`src/rtl/graph_connectivity_sequencer.sv`:
```
// Weak-connectivity reachability engine: one symmetrised NxN adjacency matrix per
// transaction, one row scanned per cycle. Optional macro: GRAPH_SEQ_EARLY_EXIT_EN.
module graph_connectivity_sequencer #(
  parameter  int unsigned NODES  = 4,
  localparam int unsigned PASS_W = $clog2(NODES + 1)
) (
  input  logic                     clk,
  input  logic                     resetn,
  input  logic                     in_valid,
  output logic                     in_ready,
  input  logic [NODES*NODES-1:0]   in_adj,
  output logic                     out_valid,
  input  logic                     out_ready,
  output logic                     out_connected,
  output logic [NODES-1:0]         out_visited,
  output logic [PASS_W-1:0]        out_passes
);

  localparam int unsigned PTR_W = (NODES > 1) ? $clog2(NODES) : 1;

`ifdef GRAPH_SEQ_EARLY_EXIT_EN
  localparam bit EARLY_EXIT = 1'b1;
`else
  localparam bit EARLY_EXIT = 1'b0;
`endif

  typedef enum logic [1:0] {
    IDLE = 2'd0,
    SCAN = 2'd1,
    DONE = 2'd2
  } state_t;

  state_t                        state_q, state_d;
  logic [NODES-1:0][NODES-1:0]   adj_q, adj_d;
  logic [NODES-1:0][NODES-1:0]   sym;
  logic [NODES-1:0]              visited_q, visited_d;
  logic [PTR_W-1:0]              ptr_q, ptr_d;
  logic [PASS_W-1:0]             pass_q, pass_d;
  logic                          changed_q, changed_d;

  logic                          in_ready_d;
  logic                          out_valid_d;
  logic                          out_connected_d;
  logic [NODES-1:0]              out_visited_d;
  logic [PASS_W-1:0]             out_passes_d;

  logic [NODES-1:0]              nxt;
  logic                          chg;
  logic                          last_row;
  logic                          finish;

  // Edge i->j or j->i both count as an undirected edge
  always_comb begin
    sym = '0;
    for (int i = 0; i < int'(NODES); i++) begin
      for (int j = 0; j < int'(NODES); j++) begin
        sym[i][j] = in_adj[i*NODES + j] | in_adj[j*NODES + i];
      end
    end
  end

  // Row update for the currently scanned node
  always_comb begin
    nxt      = visited_q[ptr_q] ? (visited_q | adj_q[ptr_q]) : visited_q;
    chg      = changed_q | (nxt != visited_q);
    last_row = (ptr_q == PTR_W'(NODES - 1));
  end

  always_ff @(posedge clk) begin
    if (!resetn) begin
      state_q       <= IDLE;
      adj_q         <= '0;
      visited_q     <= '0;
      ptr_q         <= '0;
      pass_q        <= '0;
      changed_q     <= 1'b0;
      in_ready      <= 1'b1;
      out_valid     <= 1'b0;
      out_connected <= 1'b0;
      out_visited   <= '0;
      out_passes    <= '0;
    end else begin
      state_q       <= state_d;
      adj_q         <= adj_d;
      visited_q     <= visited_d;
      ptr_q         <= ptr_d;
      pass_q        <= pass_d;
      changed_q     <= changed_d;
      in_ready      <= in_ready_d;
      out_valid     <= out_valid_d;
      out_connected <= out_connected_d;
      out_visited   <= out_visited_d;
      out_passes    <= out_passes_d;
    end
  end

  always_comb begin
    state_d         = state_q;
    adj_d           = adj_q;
    visited_d       = visited_q;
    ptr_d           = ptr_q;
    pass_d          = pass_q;
    changed_d       = changed_q;
    in_ready_d      = in_ready;
    out_valid_d     = out_valid;
    out_connected_d = out_connected;
    out_visited_d   = out_visited;
    out_passes_d    = out_passes;
    finish          = 1'b0;

    unique case (state_q)
      IDLE: begin
        if (in_valid && in_ready) begin
          state_d    = SCAN;
          adj_d      = sym;
          visited_d  = NODES'(1);
          ptr_d      = '0;
          pass_d     = PASS_W'(1);
          changed_d  = 1'b0;
          in_ready_d = 1'b0;
        end
      end

      SCAN: begin
        visited_d = nxt;
        if (EARLY_EXIT && (&nxt)) begin
          finish = 1'b1;
        end else if (last_row) begin
          // Another pass only if this one grew the mask
          if (chg) begin
            ptr_d     = '0;
            pass_d    = pass_q + PASS_W'(1);
            changed_d = 1'b0;
          end else begin
            finish = 1'b1;
          end
        end else begin
          ptr_d     = ptr_q + PTR_W'(1);
          changed_d = chg;
        end

        if (finish) begin
          state_d         = DONE;
          out_valid_d     = 1'b1;
          out_connected_d = &nxt;
          out_visited_d   = nxt;
          out_passes_d    = pass_q;
        end
      end

      DONE: begin
        if (out_valid && out_ready) begin
          state_d     = IDLE;
          out_valid_d = 1'b0;
          in_ready_d  = 1'b1;
        end
      end

      default: begin
        state_d     = IDLE;
        out_valid_d = 1'b0;
        in_ready_d  = 1'b1;
      end
    endcase
  end

endmodule

```
`config.mk`:
```
export PLATFORM = sky130hd
export DESIGN_NAME = graph_connectivity_sequencer
export DESIGN_NICKNAME = d
export VERILOG_FILES = /design/src/rtl/graph_connectivity_sequencer.sv
export SDC_FILE = /design/constraint.sdc
export NUM_CORES = 1
export LEC_CHECK = 0
export ABC_AREA = 1
export CORE_MARGIN = 5
export CORE_UTILIZATION = 46
export CTS_CLUSTER_SIZE = 30
export DETAILED_ROUTE_END_ITERATION = 16
export PLACE_DENSITY = 0.73
export RECOVER_POWER = 100
export SLEW_MARGIN = 20
export SYNTH_ARGS = -nofsm -noshare
export SYNTH_HDL_FRONTEND = slang
export SYNTH_SLANG_ARGS = --single-unit
```
`constraint.sdc`:
```
create_clock -name clk -period 1.9 [get_ports clk]
set_clock_uncertainty 0.05 [all_clocks]
set_input_delay 0.38 -clock clk [delete_from_list [all_inputs] [get_ports clk]]
set_output_delay 0.38 -clock clk [all_outputs]
set_load 0.02 [all_outputs]
```
Yosys cells after proc, flatten, opt, wreduce, memory -nomap -nowiden
Index checks and enable logic that the tools add are counted.

Memory bits (writable): 0. Memories kept: 0. Output and inout port bits: 10. Input bits: 20. Memory bits (read-only): 0. Logic and storage cells: 81. Register bits after elaboration: 38. Latch bits: 0.

$lt $le $gt $ge: 1. Equal/unequal tests: 10. Multiplexer cells: 31. Divide/modulo/power cells: 0. Reductions and logical operators: 13. Add/sub/neg operators: 2. Multiply operators: 0. Shift-type cells: 0. Bitwise operators: 10.

Operators with widths (count): 2-to-1 mux 2 bit (6); 2-to-1 mux 4 bit (3); AND reduction 3 bit (4); 2-to-1 mux 1 bit (10); != test 2 bit, second input constant (5); 2-to-1 mux 3 bit (3); binary-select mux 4 bit (select 2 bit) (1); case mux 4 bit (2 select lines) (1); AND reduction 4 bit (2); bitwise OR 1 bit (7); case mux 1 bit (3 select lines) (2); case mux 2 bit (3 select lines) (1); case mux 3 bit (2 select lines) (1); AND reduction 2 bit (3); equality test 2 bit, second input constant (2); != test 4 bit (1); bitwise OR 4 bit (1); case mux 2 bit (2 select lines) (1); adder 3 x 1 -> 3 bit, second input constant (1); < comparator 2 x 3 -> 1 bit, second input constant (1); != test 3 bit, second input constant (1); adder 2 x 1 -> 2 bit, second input constant (1); binary-select mux 1 bit (select 2 bit) (1); equality test 2 x 1 -> 1 bit, second input constant (1); 5 further kinds (7).

Longest topological paths before layout
Gate-level depths: netlist (run 1).

Depth in word-level cells: 11. Mapped depth: 14. Depth with buffers taken out: 14.

Worst setup path before layout (run 1)
Ideal clock, no wire load.

Path kind: reg-to-reg. Start: register in_ready. End: register ptr_q[1]. Setup time: 0.117 ns. Path buffers: 1. Setup slack: 0.293 ns. Cell stages (with the launch flop): 7. Arrival time: 1.440 ns. Required time: 1.733 ns. Path through: dfxtp_1 nand2_1 nor3_1 inv_1 clkbuf_1 a21boi_0 nor2_1.

Longest elaborated chain between the ends: 3.

Ends and longest elaborated chain: from (decl) (RTL line 10) `output logic in_ready,`; from (signal assigned) (RTL line 89) `in_ready <= in_ready_d;`; logical AND 1 bit (RTL line 113) `if (in_valid && in_ready) begin`; != test 2 bit (no source line); AND reduction 3 bit (no source line); to (signal assigned) (RTL line 86) `ptr_q <= ptr_d;`; to (decl) (RTL line 37) `logic [PTR_W-1:0] ptr_q, ptr_d;`.

Every way passes these cells. A chain may end at the register's enable or synchronous reset.

Worst setup path in the final report (run 1)
Start: register in_ready. End: output port in_ready.

No word-level cell between the ends.

==> metrics.md, run 1 <==
| Metric | Value |
|---|---|
| First-pass GRT wire length | `5740 microns` |
| Postcts setup bufs | `0` |
| Critical Path Slowest Stage Cell | `dlygate4sd3_1` |
| Async SR Flop Fraction | `0` |
| Logic pwr share | `0.255` |
| Clock sink count | `32` |
| Port bufs | `29` |
| Psw | `just under 500 uW` |
| Startpoint Class | `flop` |
| Chip Width | `67.8 microns` |
| Mean post-synth cell area | `6.90 sq um` |
| Die height | `67.8 microns` |
| Fin. Hold Viols | `0` |
| Max Fanout on Critical Path | `3` |
| Post-synthesis cell count | `roughly 220` |
| RSZ-0062 raised after global routing | `false` |
| Hold slack | `0.414 ns` |
| Setup violators final | `0` |
| Total GRT Usage | `0.164` |
| Critical Path Source | `in_ready$_SDFFE_PN1P_` |
| Fraction of layout instances using a drive strength above 1 | `0.115` |
| Max Cap Violations | `0` |
| Gr ovfl total | `0` |
| Cell Pwr Density | `slightly below 800 mW/mm^2` |
| Delay-heaviest family, CP | `buffers and inverters` |
| Die Footprint | `0.00460 sq mm` |
| # fillers | `roughly 330` |
| Internal power | `1070 uW` |
| Drt drc | `0` |
| Detail Placement HPWL | `2470 microns` |
| Later-pin clock latency in the skew report | `0.33 ns` |
| Post-synth EDFFs | `0` |
| Clock transition at path regs | `approximately 0.10 ns` |
| Syn. warnings | `0` |
| RR Endpoint | `ptr_q[1]$_SDFFE_PN0P_` |
| Antenna cells | `0` |
| Initial antenna violation count | `0` |
| Buf+Inv Stages, Crit Path | `1` |
| H-tree depth | `2` |
| Vias in the first global route | `1311` |
| Clk root buf | `clkbuf_4` |
| Req. time, crit path | `1.47 ns` |
| Worst Hold End | `out_passes[1]$_SDFFE_PN0P_` |
| Cell Chain, Critical Path | `dlygate4sd3_1` |
| Hold_sp | `out_passes[1]$_SDFFE_PN0P_` |
| Final setup TNS | `0 ns` |
| Synth area leader | `dfxtp_1` |
| Sequential area share after synthesis | `0.417` |
| Final Max Tran Viols | `0` |
| Fin crit share | `0.947` |
| Core box area | `0.00328 sq mm` |
| Worst hold path depth | `2` |
| Clock power frac | `0.257` |
| Post-Route WL | `3230 microns` |
| WP data arrival | `1.37 ns` |
| Layout area overhead | `29.0%` |
| Post-synth cell types | `24` |
| Worst relative slew slack | `0.771` |
| Avg Vias per Cell | `4.79` |
| I/O pin count | `30` |
| Status | `finished clean` |
| CTS tree | `done` |
| Slew @ Worst Pin | `0.341 ns` |
| Initial DRC count | `65` |
| Via count | `1472` |
| Seq cells post-synth | `32` |
| Syn_nets | `245` |
| Worst VDD drop | `0.000457 V` |
| Top cell type's share of synthesized area | `0.417` |
| Netlist Area Pre-Place | `between 0.0015 and 0.002 sq mm` |
| Min-delay worst type | `reg -> reg` |
| Dominant cells by area after synthesis | `dfxtp_1 42%, nand2_1 16%, a21oi_1 7.5%` |
| Number of CTS-inserted buffers | `5` |
| # rows | `21` |
| Ys flop type | `dfxtp_1` |
| Part of the power in registers | `0.488` |
| Initial core utilization | `0.468` |
| Max clock buf depth | `2` |
| Post-DRT Antenna Nets | `0` |
| Largest net degree at the start of global routing | `23` |
| Post-layout minimum cycle time | `between 1.5 and 2 ns` |
| Nets | `between 200 and 300` |
| Worst flop-to-flop path startpoint | `ptr_q[0]$_SDFFE_PN0P_` |
| First-pass DRT Iterations | `4` |
| Achievable Freq | `0.556 GHz` |
| Sw Share | `0.314` |
| Worst r2r path cells | `13` |
| Worst Setup End Kind | `output port` |
| LEAKAGE | `about 0.0009 uW` |
| CP peak stage delay | `0.68 ns` |
| Detailed-route wire length per cell | `10.5 microns` |
| Reg2Reg Setup Slack | `0.18 ns` |
| Crit Path Class | `reg -> out` |
| GPL Wtd Cong | `0.783` |
kinds of logic after synthesis:
| family | synth area share |
|---|---|
| adders and majority gates | 0.0163 |
| AOI/OAI and AO/OA | 0.138 |
| DFF | 0.417 |
| and+or+nand+nor | 0.343 |
| buffers and inverters | 0.0797 |
| xor gates and xnor gates | 0.00570 |
cell type report:
| type | instances | area (sq um) | share of cell area |
|---|---|---|---|
| Multi-Input combinational cell | 161 | 769 | 0.388 |
| Timing Repair Buffer | 37 | 363 | 0.183 |
| Sequential cell | 32 | 646 | 0.326 |
| Tap cell | 46 | 57.6 | 0.0290 |
| Inverter | 23 | 88.8 | 0.0448 |
| Clock buffer | 8 | 58.8 | 0.0297 |
what timing repair did:
action / CTS / global route
endpoints found under the setup margin: 0 / 17
hold buffers: 0 / 0
resized for setup: 0 / 3
cells in the final DEF, fill, tap and decap left out, types with 2 or more instances in the layout:
cell / count
a211oi_1: 2
a21oi_1: 23
buf_4: 7
clkbuf_1: 2
clkbuf_4: 5
clkdlybuf4s50_1: 18
dfxtp_1: 30
dlygate4sd3_1: 11
ha_1: 2
inv_1: 20
inv_2: 2
nand2_1: 68
nand2_2: 3
nand2_4: 2
nand3_1: 19
nand3_2: 3
nor2_1: 15
nor2_2: 3
nor3_1: 4
o21ai_0: 11
worst max-delay path by stage:
stage | end | slack, ns | depth (start not counted)
after floorplan | ptr_q[1]$_SDFFE_PN0P_ | 0.29 | 6
after global placement | pass_q[0]$_SDFFE_PN0P_ | 0.003 | 8
after detailed placement | pass_q[0]$_SDFFE_PN0P_ | -0.02 | 8
after CTS | ptr_q[1]$_SDFFE_PN0P_ | 0.05 | 13
after global routing | ptr_q[1]$_SDFFE_PN0P_ | 0.006 | 13
final | in_ready | 0.10 | 1
cells in the mapped netlist (all sizes together) (2+ instances only):
library cell,count
nand2,73
dfxtp,32
a21oi,23
inv,23
nand3,22
nor2,18
o21ai,12
clkbuf,6
nor3,4
a211oi,2
ha,2
metrics by stage:
step | area (sq um) | total power [uW] | setup WS, ns | std cells | utilization
detailed placement | 1920 | 1180 | -0.0160 | 299 | 0.586
finish | 1980 | 1560 | 0.101 | 307 | 0.604
global placement | 1920 | 1170 | 0.00325 | 299 | 0.586
floorplan | 1540 | 1050 | 0.293 | 223 | -
global route | 1980 | 1680 | 0.00638 | 307 | 0.604
CTS | 1980 | 1580 | 0.0537 | 307 | 0.604
flip-flops by register name, summed over array words and instances, names as in the netlist, 2 cells and up:
register and cells:
state_q 2, out_passes 3, out_visited 4, adj_q 10, pass_q 3, ptr_q 2
visited_q 4
power by group through the flow:
stage                     clock (uW)  combinational, uW  sequential (uW)
after detailed placement           0                402              776
after global placement             0                398              775
after global routing             453                455              771
after CTS                        413                404              760
after floorplan                    0                276              770
final                            401                399              762
layer usage:
| layer | share of wire | up-vias | global-route usage |
|---|---|---|---|
| met2 | 0.45 | 19 | 0.242 |
| met3 | 0.036 | 4 | 0.0345 |
| met4 | 0.012 | 0 | 0.0670 |
| met5 | 0 | - | 0 |
| li1 | - | 798 | - |
| met1 | 0.50 | 651 | 0.231 |
(Power assumes the default switching activity.)
==> run 2, diff against run 1 <==
CTS_CLUSTER_DIAMETER = 80   (was default)
HOLD_SLACK_MARGIN = 0.08   (was default)
==> results of run 2 <==
Final layout, timing and power as in run 1 (identical DEF).
==> run 3, diff against run 2 <==
clock period = 2.1 ns   (was 1.9 ns; I/O delays follow)
==> metrics.md, run 3 (same netlist as run 1, synthesis figures left out) <==
| Metric | Value |
|---|---|
| Post-Route WL | `~3400 microns` |
| Avg Vias per Cell | `4.91` |
| # rows | `21` |
| I/O pin count | `30` |
| Clock sink count | `32` |
| Initial core utilization | `0.468` |
| Biggest regs | `adj_q x10, out_visited x4, visited_q x4` |
| RSZ-0062 raised after global routing | `false` |
| Final instance area | `0.00195 sq mm` |
| Worst flop-to-flop path startpoint | `ptr_q[0]$_SDFFE_PN0P_` |
| Worst VDD drop | `0.000409 V` |
| Initial antenna violation count | `0` |
| GPL Wtd Cong | `0.888` |
| Chip Width | `67.8 microns` |
| Fin crit share | `0.899` |
| Die height | `approximately 68 microns` |
| Layout area overhead | `26.5%` |
| WP data arrival | `2.06 ns` |
| Max Cap Violations | `0` |
| Worst relative slew slack | `0.608` |
| Critical Path Source | `ptr_q[0]$_SDFFE_PN0P_` |
| Reg2Reg Setup Slack | `between 0.2 and 0.25 ns` |
| Hold_sp | `adj_q[10]$_SDFFE_PN0P_` |
| Post-route insts no fill | `304` |
| LEAKAGE | `0.000877 uW` |
| Number of CTS-inserted buffers | `5` |
| Initial DRC count | `around 50` |
| First-pass GRT wire length | `roughly 5600 microns` |
| Detailed-route wire length per cell | `11.1 microns` |
| Drt drc | `0` |
| Status | `finished clean` |
| Commonest non-fill, non-tap cell in the layout | `nand2_1` |
| Nets | `279` |
| Max Fanout on Critical Path | `9` |
| CTS hold repair buffers | `0` |
| Later-pin clock latency in the skew report | `0.32 ns` |
| Final Max Tran Viols | `0` |
| Setup violators final | `0` |
| Critical Path Slowest Stage Cell | `dfxtp_1` |
| Largest net degree at the start of global routing | `23` |
| Worst Setup End Kind | `flop` |
| Clk root buf | `clkbuf_4` |
| Via count | `1494` |
| Multi-input gate area | `772 sq um` |
| Number of flip-flops in the largest register | `10` |
| Largest Register | `adj_q` |
| Final setup margin | `0.211 ns` |
| Clock transition at path regs | `0.09 ns` |
| Crit Path Class | `reg -> reg` |
| # placed instances | `296` |
| Die Footprint | `0.00460 sq mm` |
| CP peak stage delay | `roughly 0.55 ns` |
| Fraction of layout instances using a drive strength above 1 | `0.101` |
| CTS tree | `done` |
| Max clock buf depth | `2` |
| Min-delay worst type | `reg -> reg` |
| Port bufs | `29` |
| Post-DP Area | `0.00189 sq mm` |
| Slew @ Worst Pin | `slightly below 0.6 ns` |
| Post-layout minimum cycle time | `1.89 ns` |
| Hold slack | `0.410 ns` |
| Fin. Hold Viols | `0` |
| Core box area | `between 0.003 and 0.004 sq mm` |
| Achievable Freq | `0.529 GHz` |
| H-tree depth | `2` |
| Antenna cells | `0` |
| Detail Placement HPWL | `2530 microns` |
| Gr ovfl total | `0` |
| Final setup TNS | `0 ns` |
| First-pass DRT Iterations | `4` |
| Worst slack, placed | `-0.0278 ns` |
| Postcts setup bufs | `0` |
| Commonest cells after routing, fill and taps aside | `67 x nand2_1, 32 x dfxtp_1, 23 x a21oi_1` |
| Cell Pwr Density | `717 mW/mm^2` |
| Vias in the first global route | `between 1000 and 1500` |
| # fillers | `approximately 330` |
| Crit-path most repeated cell | `nand2_1` |
| Post-CTS Resized | `0` |
| Cell Chain, Critical Path | `inv_2 -> nand2_1 -> nand2_1 -> nand2_1 -> nand2_1 -> nand3_1 -> nand2_1 -> inv_1 -> nand3_2 -> nand2_1 -> nand3_1 -> nand2_1 -> nor2_1` |
| FF+latch area | `641 sq um` |
| Startpoint Class | `flop` |
| Req. time, crit path | `about 2.3 ns` |
| Total GRT Usage | `0.163` |
| Post-DRT Antenna Nets | `0` |
-- run 3: worst max-delay path: cells and delay by family, from the launching register on --
family	cells	cell delay, ns
buffers and inverters	2	0.25
flip-flops	1	0.55
AND/OR/NAND/NOR	11	0.94
-- run 3: worst paths after layout --
path / to / depth (start not counted)
worst max-delay path: ptr_q[1]$_SDFFE_PN0P_ / 13
worst min register to register: adj_q[10]$_SDFFE_PN0P_ / 2
worst min-delay path: adj_q[10]$_SDFFE_PN0P_ / 2
worst max register to register: ptr_q[1]$_SDFFE_PN0P_ / 13
-- run 3: per-stage QoR --
step                       util  total power, uW
after floorplan               -              946
after global placement    0.575             1050
after detailed placement  0.575             1050
after CTS                 0.593             1410
after global routing      0.592             1490
final                     0.592             1390
-- run 3: routing by layer --
metal	track usage	routed length, microns	part of all wire
met5	0	0	0
met3	0.0378	154	0.046
met4	0.0893	91	0.027
met1	0.211	1630	0.48
met2	0.248	1490	0.44
-- run 3: layout make-up --
type | count | share of cell area
sequential | 32 | 0.329
tap | 46 | 0.0296
clock buffer | 8 | 0.0302
timing repair buffer | 34 | 0.168
inverter | 23 | 0.0457
multi-input combinational | 161 | 0.397
-- run 3: power by group --
group | total, uW | internal, uW | switching [uW]
logic | 348 | 136 | 212
registers | 687 | 653 | 34.3
clock network | 359 | 165 | 194
